$ cat src/rtl/pipe_ctrl_pkg.sv
// Shared constants, FSM state type and control bundle for the pipelined MIPS control unit.
package pipe_ctrl_pkg;

    localparam int unsigned OP_W  = 6;
    localparam int unsigned EXE_W = 5;
    localparam int unsigned MEM_W = 2;
    localparam int unsigned WB_W  = 2;
    localparam int unsigned ALU_W = 3;

    localparam logic [OP_W-1:0] OP_RTYPE = 6'b000000;
    localparam logic [OP_W-1:0] OP_LOAD  = 6'b100011;
    localparam logic [OP_W-1:0] OP_STORE = 6'b101011;
    localparam logic [OP_W-1:0] OP_BEQ   = 6'b000100;
    localparam logic [OP_W-1:0] OP_BNE   = 6'b000101;
    localparam logic [OP_W-1:0] OP_JUMP  = 6'b000010;

    localparam logic [OP_W-1:0] FN_ADD = 6'b100000;
    localparam logic [OP_W-1:0] FN_SUB = 6'b100010;
    localparam logic [OP_W-1:0] FN_AND = 6'b100100;
    localparam logic [OP_W-1:0] FN_OR  = 6'b100101;
    localparam logic [OP_W-1:0] FN_SLT = 6'b101010;

    localparam logic [ALU_W-1:0] ALU_ADD = 3'b000;
    localparam logic [ALU_W-1:0] ALU_SUB = 3'b001;
    localparam logic [ALU_W-1:0] ALU_AND = 3'b010;
    localparam logic [ALU_W-1:0] ALU_OR  = 3'b011;
    localparam logic [ALU_W-1:0] ALU_SLT = 3'b100;

    typedef enum logic {
        ST_RUN  = 1'b0,
        ST_KILL = 1'b1
    } state_t;

    typedef struct packed {
        logic [EXE_W-1:0] exe;
        logic [MEM_W-1:0] mem;
        logic [WB_W-1:0]  wb;
    } ctrl_bundle_t;

    localparam ctrl_bundle_t BUBBLE = '0;

endpackage

$ cat src/rtl/pipe_ctrl_unit_decoder.sv
// Combinational ID-stage decode of opcode/funct into control bundle and instruction class flags.
module ctrl_decoder
    import pipe_ctrl_pkg::*;
#(
    parameter logic [5:0] NOP_OPCODE = 6'b111111
) (
    input  logic [5:0] opcode,
    input  logic [5:0] funct,
    output logic [4:0] exe,
    output logic [1:0] mem,
    output logic [1:0] wb,
    output logic       is_beq,
    output logic       is_bne,
    output logic       is_load,
    output logic       is_jump,
    output logic       illegal
);

    logic [ALU_W-1:0] alu;
    logic             fn_ok;

    always_comb begin
        alu   = ALU_ADD;
        fn_ok = 1'b1;
        case (funct)
            FN_ADD:  alu = ALU_ADD;
            FN_SUB:  alu = ALU_SUB;
            FN_AND:  alu = ALU_AND;
            FN_OR:   alu = ALU_OR;
            FN_SLT:  alu = ALU_SLT;
            default: fn_ok = 1'b0;
        endcase
    end

    // Explicit no-op is checked first so it never flags illegal.
    always_comb begin
        exe     = '0;
        mem     = '0;
        wb      = '0;
        is_beq  = 1'b0;
        is_bne  = 1'b0;
        is_load = 1'b0;
        is_jump = 1'b0;
        illegal = 1'b0;
        if (opcode != NOP_OPCODE) begin
            case (opcode)
                OP_LOAD: begin
                    exe     = {1'b0, 1'b1, ALU_ADD};
                    mem     = 2'b10;
                    wb      = 2'b10;
                    is_load = 1'b1;
                end
                OP_STORE: begin
                    exe = {1'b0, 1'b1, ALU_ADD};
                    mem = 2'b01;
                end
                OP_RTYPE: begin
                    if (fn_ok) begin
                        exe = {1'b1, 1'b0, alu};
                        wb  = 2'b11;
                    end else begin
                        illegal = 1'b1;
                    end
                end
                OP_BEQ:  is_beq  = 1'b1;
                OP_BNE:  is_bne  = 1'b1;
                OP_JUMP: is_jump = 1'b1;
                default: illegal = 1'b1;
            endcase
        end
    end

endmodule

$ cat src/rtl/pipe_ctrl_unit.sv
// Pipelined control unit: ID decode, ID/EX-EX/MEM-MEM/WB control registers, branch/jump redirect and kill FSM.
// Optional load-use stall detection is built when PIPE_CTRL_LOAD_USE_STALL_EN is defined.
module pipe_ctrl_unit
    import pipe_ctrl_pkg::*;
#(
    parameter int unsigned FLUSH_DEPTH = 2,
    parameter int unsigned REG_W       = 5,
    parameter logic [5:0]  NOP_OPCODE  = 6'b111111
) (
    input  logic             clk,
    input  logic             rst,
    input  logic             id_valid,
    input  logic [5:0]       opcode,
    input  logic [5:0]       Function,
    input  logic [REG_W-1:0] id_rs,
    input  logic [REG_W-1:0] id_rt,
    input  logic             zero,
    output logic [4:0]       excutionSignals,
    output logic [1:0]       memorySignals,
    output logic [1:0]       writeBack,
    output logic [1:0]       pcSrc,
    output logic             flush,
    output logic             stall,
    output logic             illegal
);

    localparam int unsigned CNT_W = 2;

    logic [4:0]   dec_exe;
    logic [1:0]   dec_mem;
    logic [1:0]   dec_wb;
    logic         dec_beq, dec_bne, dec_load, dec_jump, dec_illegal;
    ctrl_bundle_t dec_bundle;

    state_t       state;
    logic [CNT_W-1:0] kill_cnt;
    ctrl_bundle_t idex_bundle;
    logic         idex_beq, idex_bne;
    logic [1:0]   exmem_mem, exmem_wb, memwb_wb;
    logic         illegal_q;

    logic         taken, in_kill, load_use, insert_bubble;

    ctrl_decoder #(.NOP_OPCODE(NOP_OPCODE)) u_dec (
        .opcode  (opcode),
        .funct   (Function),
        .exe     (dec_exe),
        .mem     (dec_mem),
        .wb      (dec_wb),
        .is_beq  (dec_beq),
        .is_bne  (dec_bne),
        .is_load (dec_load),
        .is_jump (dec_jump),
        .illegal (dec_illegal)
    );

    assign dec_bundle = id_valid ? ctrl_bundle_t'({dec_exe, dec_mem, dec_wb}) : BUBBLE;
    assign taken      = (idex_beq & zero) | (idex_bne & ~zero);
    assign in_kill    = (state == ST_KILL);

`ifdef PIPE_CTRL_LOAD_USE_STALL_EN
    logic             idex_load;
    logic [REG_W-1:0] idex_rt;

    // A load/jump in ID does not read rt, so only rs can conflict for those.
    assign load_use = idex_load && (idex_rt != '0) && id_valid && !in_kill &&
                      ((id_rs == idex_rt) || ((id_rt == idex_rt) && !dec_load && !dec_jump));

    always_ff @(posedge clk or posedge rst) begin
        if (rst) begin
            idex_load <= 1'b0;
            idex_rt   <= '0;
        end else begin
            idex_load <= ~insert_bubble & id_valid & dec_load;
            idex_rt   <= id_rt;
        end
    end
`else
    logic unused_ids;
    assign load_use   = 1'b0;
    assign unused_ids = ^{id_rs, id_rt, dec_load};
`endif

    assign insert_bubble = taken | in_kill | load_use;

    // Redirect/flush/stall, highest priority first.
    always_comb begin
        pcSrc = 2'b00;
        flush = 1'b0;
        stall = 1'b0;
        if (!rst) begin
            if (taken) begin
                pcSrc = 2'b01;
                flush = 1'b1;
            end else if (in_kill) begin
                flush = 1'b1;
            end else if (load_use) begin
                stall = 1'b1;
            end else if (id_valid && dec_jump) begin
                pcSrc = 2'b10;
                flush = 1'b1;
            end
        end
    end

    always_ff @(posedge clk or posedge rst) begin
        if (rst) begin
            state       <= ST_RUN;
            kill_cnt    <= '0;
            idex_bundle <= BUBBLE;
            idex_beq    <= 1'b0;
            idex_bne    <= 1'b0;
            exmem_mem   <= '0;
            exmem_wb    <= '0;
            memwb_wb    <= '0;
            illegal_q   <= 1'b0;
        end else begin
            idex_bundle <= insert_bubble ? BUBBLE : dec_bundle;
            idex_beq    <= ~insert_bubble & id_valid & dec_beq;
            idex_bne    <= ~insert_bubble & id_valid & dec_bne;
            exmem_mem   <= idex_bundle.mem;
            exmem_wb    <= idex_bundle.wb;
            memwb_wb    <= exmem_wb;
            illegal_q   <= ~insert_bubble & id_valid & dec_illegal;

            // A taken branch always (re)loads the kill counter.
            if (taken) begin
                if (FLUSH_DEPTH > 1) begin
                    state    <= ST_KILL;
                    kill_cnt <= CNT_W'(FLUSH_DEPTH - 1);
                end else begin
                    state    <= ST_RUN;
                    kill_cnt <= '0;
                end
            end else begin
                case (state)
                    ST_KILL: begin
                        if (kill_cnt <= CNT_W'(1)) begin
                            state    <= ST_RUN;
                            kill_cnt <= '0;
                        end else begin
                            kill_cnt <= kill_cnt - CNT_W'(1);
                        end
                    end
                    default: state <= ST_RUN;
                endcase
            end
        end
    end

    assign excutionSignals = idex_bundle.exe;
    assign memorySignals   = exmem_mem;
    assign writeBack       = memwb_wb;
    assign illegal         = illegal_q;

endmodule
$ cat config.mk
export PLATFORM = sky130hd
export DESIGN_NAME = pipe_ctrl_unit
export DESIGN_NICKNAME = d
export VERILOG_FILES = /design/src/rtl/pipe_ctrl_pkg.sv /design/src/rtl/pipe_ctrl_unit_decoder.sv /design/src/rtl/pipe_ctrl_unit.sv
export SDC_FILE = /design/constraint.sdc
export NUM_CORES = 1
export LEC_CHECK = 0
export CAP_MARGIN = 30
export CORE_MARGIN = 2
export CORE_UTILIZATION = 47
export DETAILED_ROUTE_END_ITERATION = 8
export PLACE_DENSITY = 0.87
export SLEW_MARGIN = 20
export SYNTH_ARGS = -nofsm -noshare
export SYNTH_HDL_FRONTEND = slang
export SYNTH_HIERARCHICAL = 1
export SYNTH_SLANG_ARGS = --single-unit
$ cat constraint.sdc
create_clock -name clk -period 1.75 [get_ports clk]
set_clock_uncertainty 0.2 [all_clocks]
set_input_delay 0.175 -clock clk [delete_from_list [all_inputs] [get_ports clk]]
set_output_delay 0.175 -clock clk [all_outputs]
set_load 0.01 [all_outputs]
==> results.json, run 1 <==
{
  "outcome": "finished, final reports clean",
  "timing.hold.ws_ns": 0.132,
  "wirelength_um": 2190,
  "grt.total_usage_pct": 17.3,
  "drc": 0,
  "max_freq_mhz": 592,
  "yosysWarnings": 6,
  "grt_max_degree": 22,
  "synthDominantCellAreaShare_pct": 48.0,
  "report.final.slew_viol_count": 0,
  "grt.busiest_layer": "met2",
  "p_per_area_nw_per_um2": 555,
  "synth.area.top_cells": "dfrtp_1 48%, nor3_2 8.2%, nand2_1 5.5%, buf_4 4.1%, nand2b_1 3.4%",
  "drt_first_iter_violations": 10,
  "cts.path.max_buffers": 2,
  "period_share_pct": 96.6,
  "yosysMostFrequentCell": "dfrtp_1",
  "place_ws_ns": -0.526,
  "finalHoldViolations": 0,
  "ir_worst_vdd_uv": 348,
  "area_delta_synth_final_pct": 40.8,
  "tritoncts": "yes",
  "vias": 889,
  "fin_crit_ns": 1.69,
  "ys_seq_elements": 21,
  "hp-class": "input pin to flop",
  "path_clk_slew_ns": 0.11,
  "max_stage_delay_ns": 0.41,
  "crit_fanout": 2,
  "io_pins": 40,
  "cap_violations": 0,
  "yosysTopAreaCell": "dfrtp_1",
  "gp_congestion": 0.783,
  "antenna_found_initial": 0,
  "drive_above_1_share_pct": 34.9,
  "synth_ff_type": "dfrtp_1",
  "postPlaceCellArea_um2": 1480,
  "synth_cell_types": 33,
  "p_leak_nw": 0.760,
  "cts_root_buf": "clkbuf_4",
  "grtUsageMet1_pct": 20.8,
  "holdBufCountCts": 0,
  "syn_nets": 129,
  "coreArea_um2": 2210,
  "grt_first_pass_wirelength_um": 3480,
  "die_y_um": 52.3,
  "p_total_w": 0.000855,
  "placed_cells": 168,
  "fin_nets": 173,
  "use_met2_pct": 30.8,
  "synth.cell_area_um2": 1090,
  "grt_pass1_vias": 830,
  "synth_edf_count": 0,
  "final-setup-viol-count": 0,
  "cts_buffers": 3,
  "crit_arrival_ns": 1.31,
  "io_buffer_count": 28,
  "cp_num_buf_inv": 1,
  "yosys-top-cells-count": "21 x dfrtp_1, 16 x nand2_1, 9 x nor3_2",
  "required_ns": 1.37,
  "dp_hpwl_um": 1650,
  "use_met3_pct": 1.14,
  "vias_per_cell": 5.11,
  "finalInstanceArea_um2": 1540,
  "postSynth.asyncResetShare_pct": 100,
  "initial_utilization_pct": 49.5,
  "syn-mean-instance-area_um2": 10.6,
  "drtPass1Iterations": 4,
  "cts_sinks": 21,
  "synth_seq_area_share_pct": 48.0,
  "num_rows": 17,
  "critPathKind": "flop to output pin",
  "die_x_um": 52.3,
  "clk_latency_ns": 0.29,
  "start_kind": "flop",
  "cpLargestDelayFamily": "flip-flops",
  "htree_num_levels": 1,
  "crit_chain": "mux2_4 > nor4_4 > buf_2",
  "setup_slack_ns": 0.0602,
  "r2r_slack_ns": 0.28,
  "num_antenna_cells": 0,
  "slowest_stage": "dfrtp_1",
  "wire_per_inst_um": 12.6,
  "layout.cells.non_filler": 174,
  "fp.dieArea_um2": 2730,
  "ant_nets": 0,
  "synthCells": 103,
  "end_kind": "output pin",
  "overflow": 0
}
-- worst register-to-register path, delay by kind of cell (launching register included) --
| kind | cells | cell delay [ns] |
|---|---|---|
| buffers and inverters | 1 | 0.21 |
| and+or+nand+nor | 1 | 0.25 |
| DFF | 1 | 0.41 |
| muxes | 1 | 0.31 |
-- repair_timing --
item / CTS / global route
resized for setup: 16 / 6
endpoints found under the setup margin: 3 / 2
setup buffers: 1 / 1
pin swaps: 1 / 3
-- logic make-up (layout without fill, tap and decap cells) --
logic type / after synthesis / after routing / share of synthesized area (%)
AND/OR/NAND/NOR: 56 / 56 / 34.7
buffers and inverters: 12 / 55 / 7.09
other: 1 / 1 / 0.343
AO/OA/AOI/OAI: 9 / 9 / 5.49
multiplexers: 4 / 4 / 4.34
flip-flops: 21 / 21 / 48.0
-- layout make-up --
type,instances,area (µm²)
fillers,182,671
multi-input cells,70,519
clock buffers,3,22.5
repair buffers,49,427
flip-flops and latches,21,526
well taps,28,35.0
clock inverters,1,5.00
inverters,2,7.51
-- layer usage --
layer | part of all wire, % | up-vias | wire length, µm
met5 | 0 | - | 0
met4 | 2.1 | 0 | 45
met3 | 4.0 | 4 | 88
met2 | 56 | 33 | 1220
met1 | 38 | 418 | 839
li1 | - | 434 | -
-- flip-flops by register name (all words and copies together) (netlist names) --
name / flops
excutionSignals: 5
idex_beq: 1
idex_bne: 1
writeBack: 2
illegal: 1
idex_bundle: 4
kill_cnt: 2
exmem_wb: 2
in_kill: 1
memorySignals: 2
-- worst paths after layout --
check	endpoint	from	depth (start not counted)
worst min register to register	exmem_wb[0]	idex_bundle[0]	0
worst min-delay path	idex_beq	opcode[0]	5
worst max-delay path	pcSrc[1]	idex_bne	3
worst max register to register	illegal	idex_bne	3
max in group asynchronous	exmem_wb[1]	rst	4
min in group asynchronous	idex_bne	rst	4
-- power breakdown --
part / total (W) / switching, W / leakage, nW / internal, W
combinational: 0.000137 / 0.0000622 / 0.452 / 0.0000745
clock: 0.000220 / 0.000135 / 0.0177 / 0.0000850
sequential: 0.000499 / 0.00000517 / 0.290 / 0.000493
-- per-stage QoR --
step	utilization, %	TNS, ns
after floorplan	-	0
after global placement	67.0	-1.37
after detailed placement	67.0	-1.98
after CTS	68.3	-0.0280
after global routing	69.7	-0.0149
final	69.7	0
-- cells in the final DEF (no fill, tap or decap), drive strengths merged --
cell            n
a211o           1
a211oi          1
a21oi           3
and2            1
and3            3
buf            23
clkbuf          3
clkdlybuf4s50  19
clkinv          1
conb            1
dfrtp          21
dlygate4sd2     5
dlymetal6s2s    2
inv             2
mux2            3
mux2i           1
nand2          16
nand2b          6
nand3           2
nand3b          1
nor2            5
nor2b           1
nor3           14
nor4            6
o211ai          1
o21a            1
o21bai          1
o22ai           1
or2             1
No activity file was read; power rests on OpenSTA's default activity.
==> run 2, diff against run 1 <==
--- a/config.mk
+++ b/config.mk
@@ -6,6 +6,7 @@
 export NUM_CORES = 1
 export LEC_CHECK = 0
 export CAP_MARGIN = 30
+export CORE_ASPECT_RATIO = 1.4
 export CORE_MARGIN = 2
 export CORE_UTILIZATION = 47
 export DETAILED_ROUTE_END_ITERATION = 8
==> run 2 against run 1 <==
  * Count of clock-buffer cells in the layout stayed put
  * Sequential power about the same
  * Register-to-register slack got worse by 0.02 ns
  * Via count shrank 2.0%
  * Largest cell class unchanged
==> results.json, run 2 (synthesized netlist as in run 1, its figures left out) <==
{
  "required_ns": 1.37,
  "vias": 871,
  "timing.hold.ws_ns": 0.132,
  "most-common-layout-cells": "21 x dfrtp_1, 20 x clkdlybuf4s50_1, 20 x buf_4, 16 x nand2_1, 9 x nor3_2",
  "worstReg2RegEnd": "idex_bne",
  "tritoncts": "yes",
  "r2r_slack_ns": 0.26,
  "cap_violations": 0,
  "antenna_found_initial": 0,
  "wirelength_met1_um": 730,
  "initial_utilization_pct": 49.7,
  "fin_crit_ns": 1.72,
  "crit_fanout": 2,
  "ir_worst_vdd_uv": 341,
  "holdPathStages": 5,
  "grt_pass1_vias": 867,
  "largest_reg_flops": 5,
  "p_leak_nw": 0.751,
  "grt_max_degree": 22,
  "num_rows": 20,
  "area_delta_synth_final_pct": 38.3,
  "clk_latency_ns": 0.30,
  "wirelength_um": 1980,
  "fin_nets": 172,
  "fin_util_pct": 68.8,
  "die_y_um": 61.1,
  "r2r_start": "idex_bne",
  "overflow": 0,
  "cts_root_buf": "clkbuf_4",
  "p_total_w": 0.000854,
  "cts_sinks": 21,
  "max_freq_mhz": 581,
  "critPathKind": "flop to output pin",
  "min_to": "excutionSignals[3]",
  "drive_above_1_share_pct": 33.1,
  "wl_met3_um": 56,
  "highest_layer": "met4",
  "dp_hpwl_um": 1630,
  "die_x_um": 44.8,
  "hp-class": "input pin to flop",
  "p_per_area_nw_per_um2": 564,
  "dr_wl_met2_um": 1130,
  "cts_buffers": 3,
  "ant_nets": 0,
  "drtPass1Iterations": 4,
  "io_buffer_count": 28,
  "drt_first_iter_violations": 3,
  "path_clk_slew_ns": 0.10,
  "period_share_pct": 98.4,
  "rsz0062_at_grt": "yes",
  "final-setup-viol-count": 0,
  "setup_tns_ns": 0,
  "gp_congestion": 0.689,
  "htree_num_levels": 1,
  "slowest_stage": "dfrtp_1",
  "max_stage_delay_ns": 0.39,
  "drc": 0,
  "crit_arrival_ns": 1.35,
  "outcome": "finished, final reports clean",
  "end_kind": "output pin",
  "final_common_cell": "dfrtp_1",
  "hold_start": "opcode[2]",
  "worstRegToRegCells": 4,
  "vias_per_cell": 5.22,
  "coreArea_um2": 2200,
  "wire_per_inst_um": 11.8,
  "cts.path.max_buffers": 2,
  "report.final.slew_viol_count": 0,
  "start_kind": "flop",
  "grt_first_pass_wirelength_um": 3490,
  "io_pins": 40,
  "finalHoldViolations": 0,
  "num_antenna_cells": 0,
  "crit_chain": "mux2_4 > nor4_4 > buf_2",
  "grt.total_usage_pct": 17.5,
  "fp.dieArea_um2": 2740
}
-- run 2: worst max-delay path, delay by kind of cell (launching register included) --
family | cells | cell delay (ns)
mux | 1 | 0.30
flops | 1 | 0.39
simple gates | 1 | 0.19
buf+inv | 1 | 0.16
-- run 2: routing by layer --
layer,track usage (%),vias to the layer above
met2,32.3,21
met3,0.880,5
met4,11.8,0
li1,-,435
met5,0,-
met1,19.0,410
-- run 2: worst max-delay path by stage --
stage                    from  endpoint  slack, ns  cells past startpoint
floorplan            idex_bne  pcSrc[1]       0.32                      2
global placement    opcode[4]  pcSrc[1]      -0.58                      6
detailed placement  opcode[4]  pcSrc[1]      -0.62                      6
CTS                 opcode[0]  pcSrc[1]     -0.005                      6
global route         idex_bne  pcSrc[1]      -0.04                      3
finish               idex_bne  pcSrc[1]       0.03                      3
-- run 2: per-stage QoR --
step / setup WS (ns) / area, µm² / cells
after floorplan: 0.321 / 1090 / 103
after global placement: -0.582 / 1470 / 161
after detailed placement: -0.620 / 1470 / 161
after CTS: -0.00527 / 1490 / 166
after global routing: -0.0440 / 1510 / 167
final: 0.0285 / 1510 / 167
-- run 2: report_power, final --
group          leakage, nW  switching, W  internal (W)
clock network       0.0177      0.000137     0.0000854
logic                0.443     0.0000600     0.0000734
registers            0.290    0.00000492      0.000493
total                0.751      0.000202      0.000652
-- run 2: repair_timing --
action	in CTS	in global routing
hold buffers	0	0
buffers inserted	1	1
pin swaps	2	2
setup endpoints to repair	3	1
resized for setup	15	3
-- run 2: area by class of cell --
type                       instances  area (µm²)
clock inverter                     1        5.00
timing repair buffer              48         417
fill                             179         688
tap                               22        27.5
clock buffer                       3        22.5
multi-input combinational         70         509
inverter                           2        7.51
sequential                        21         526
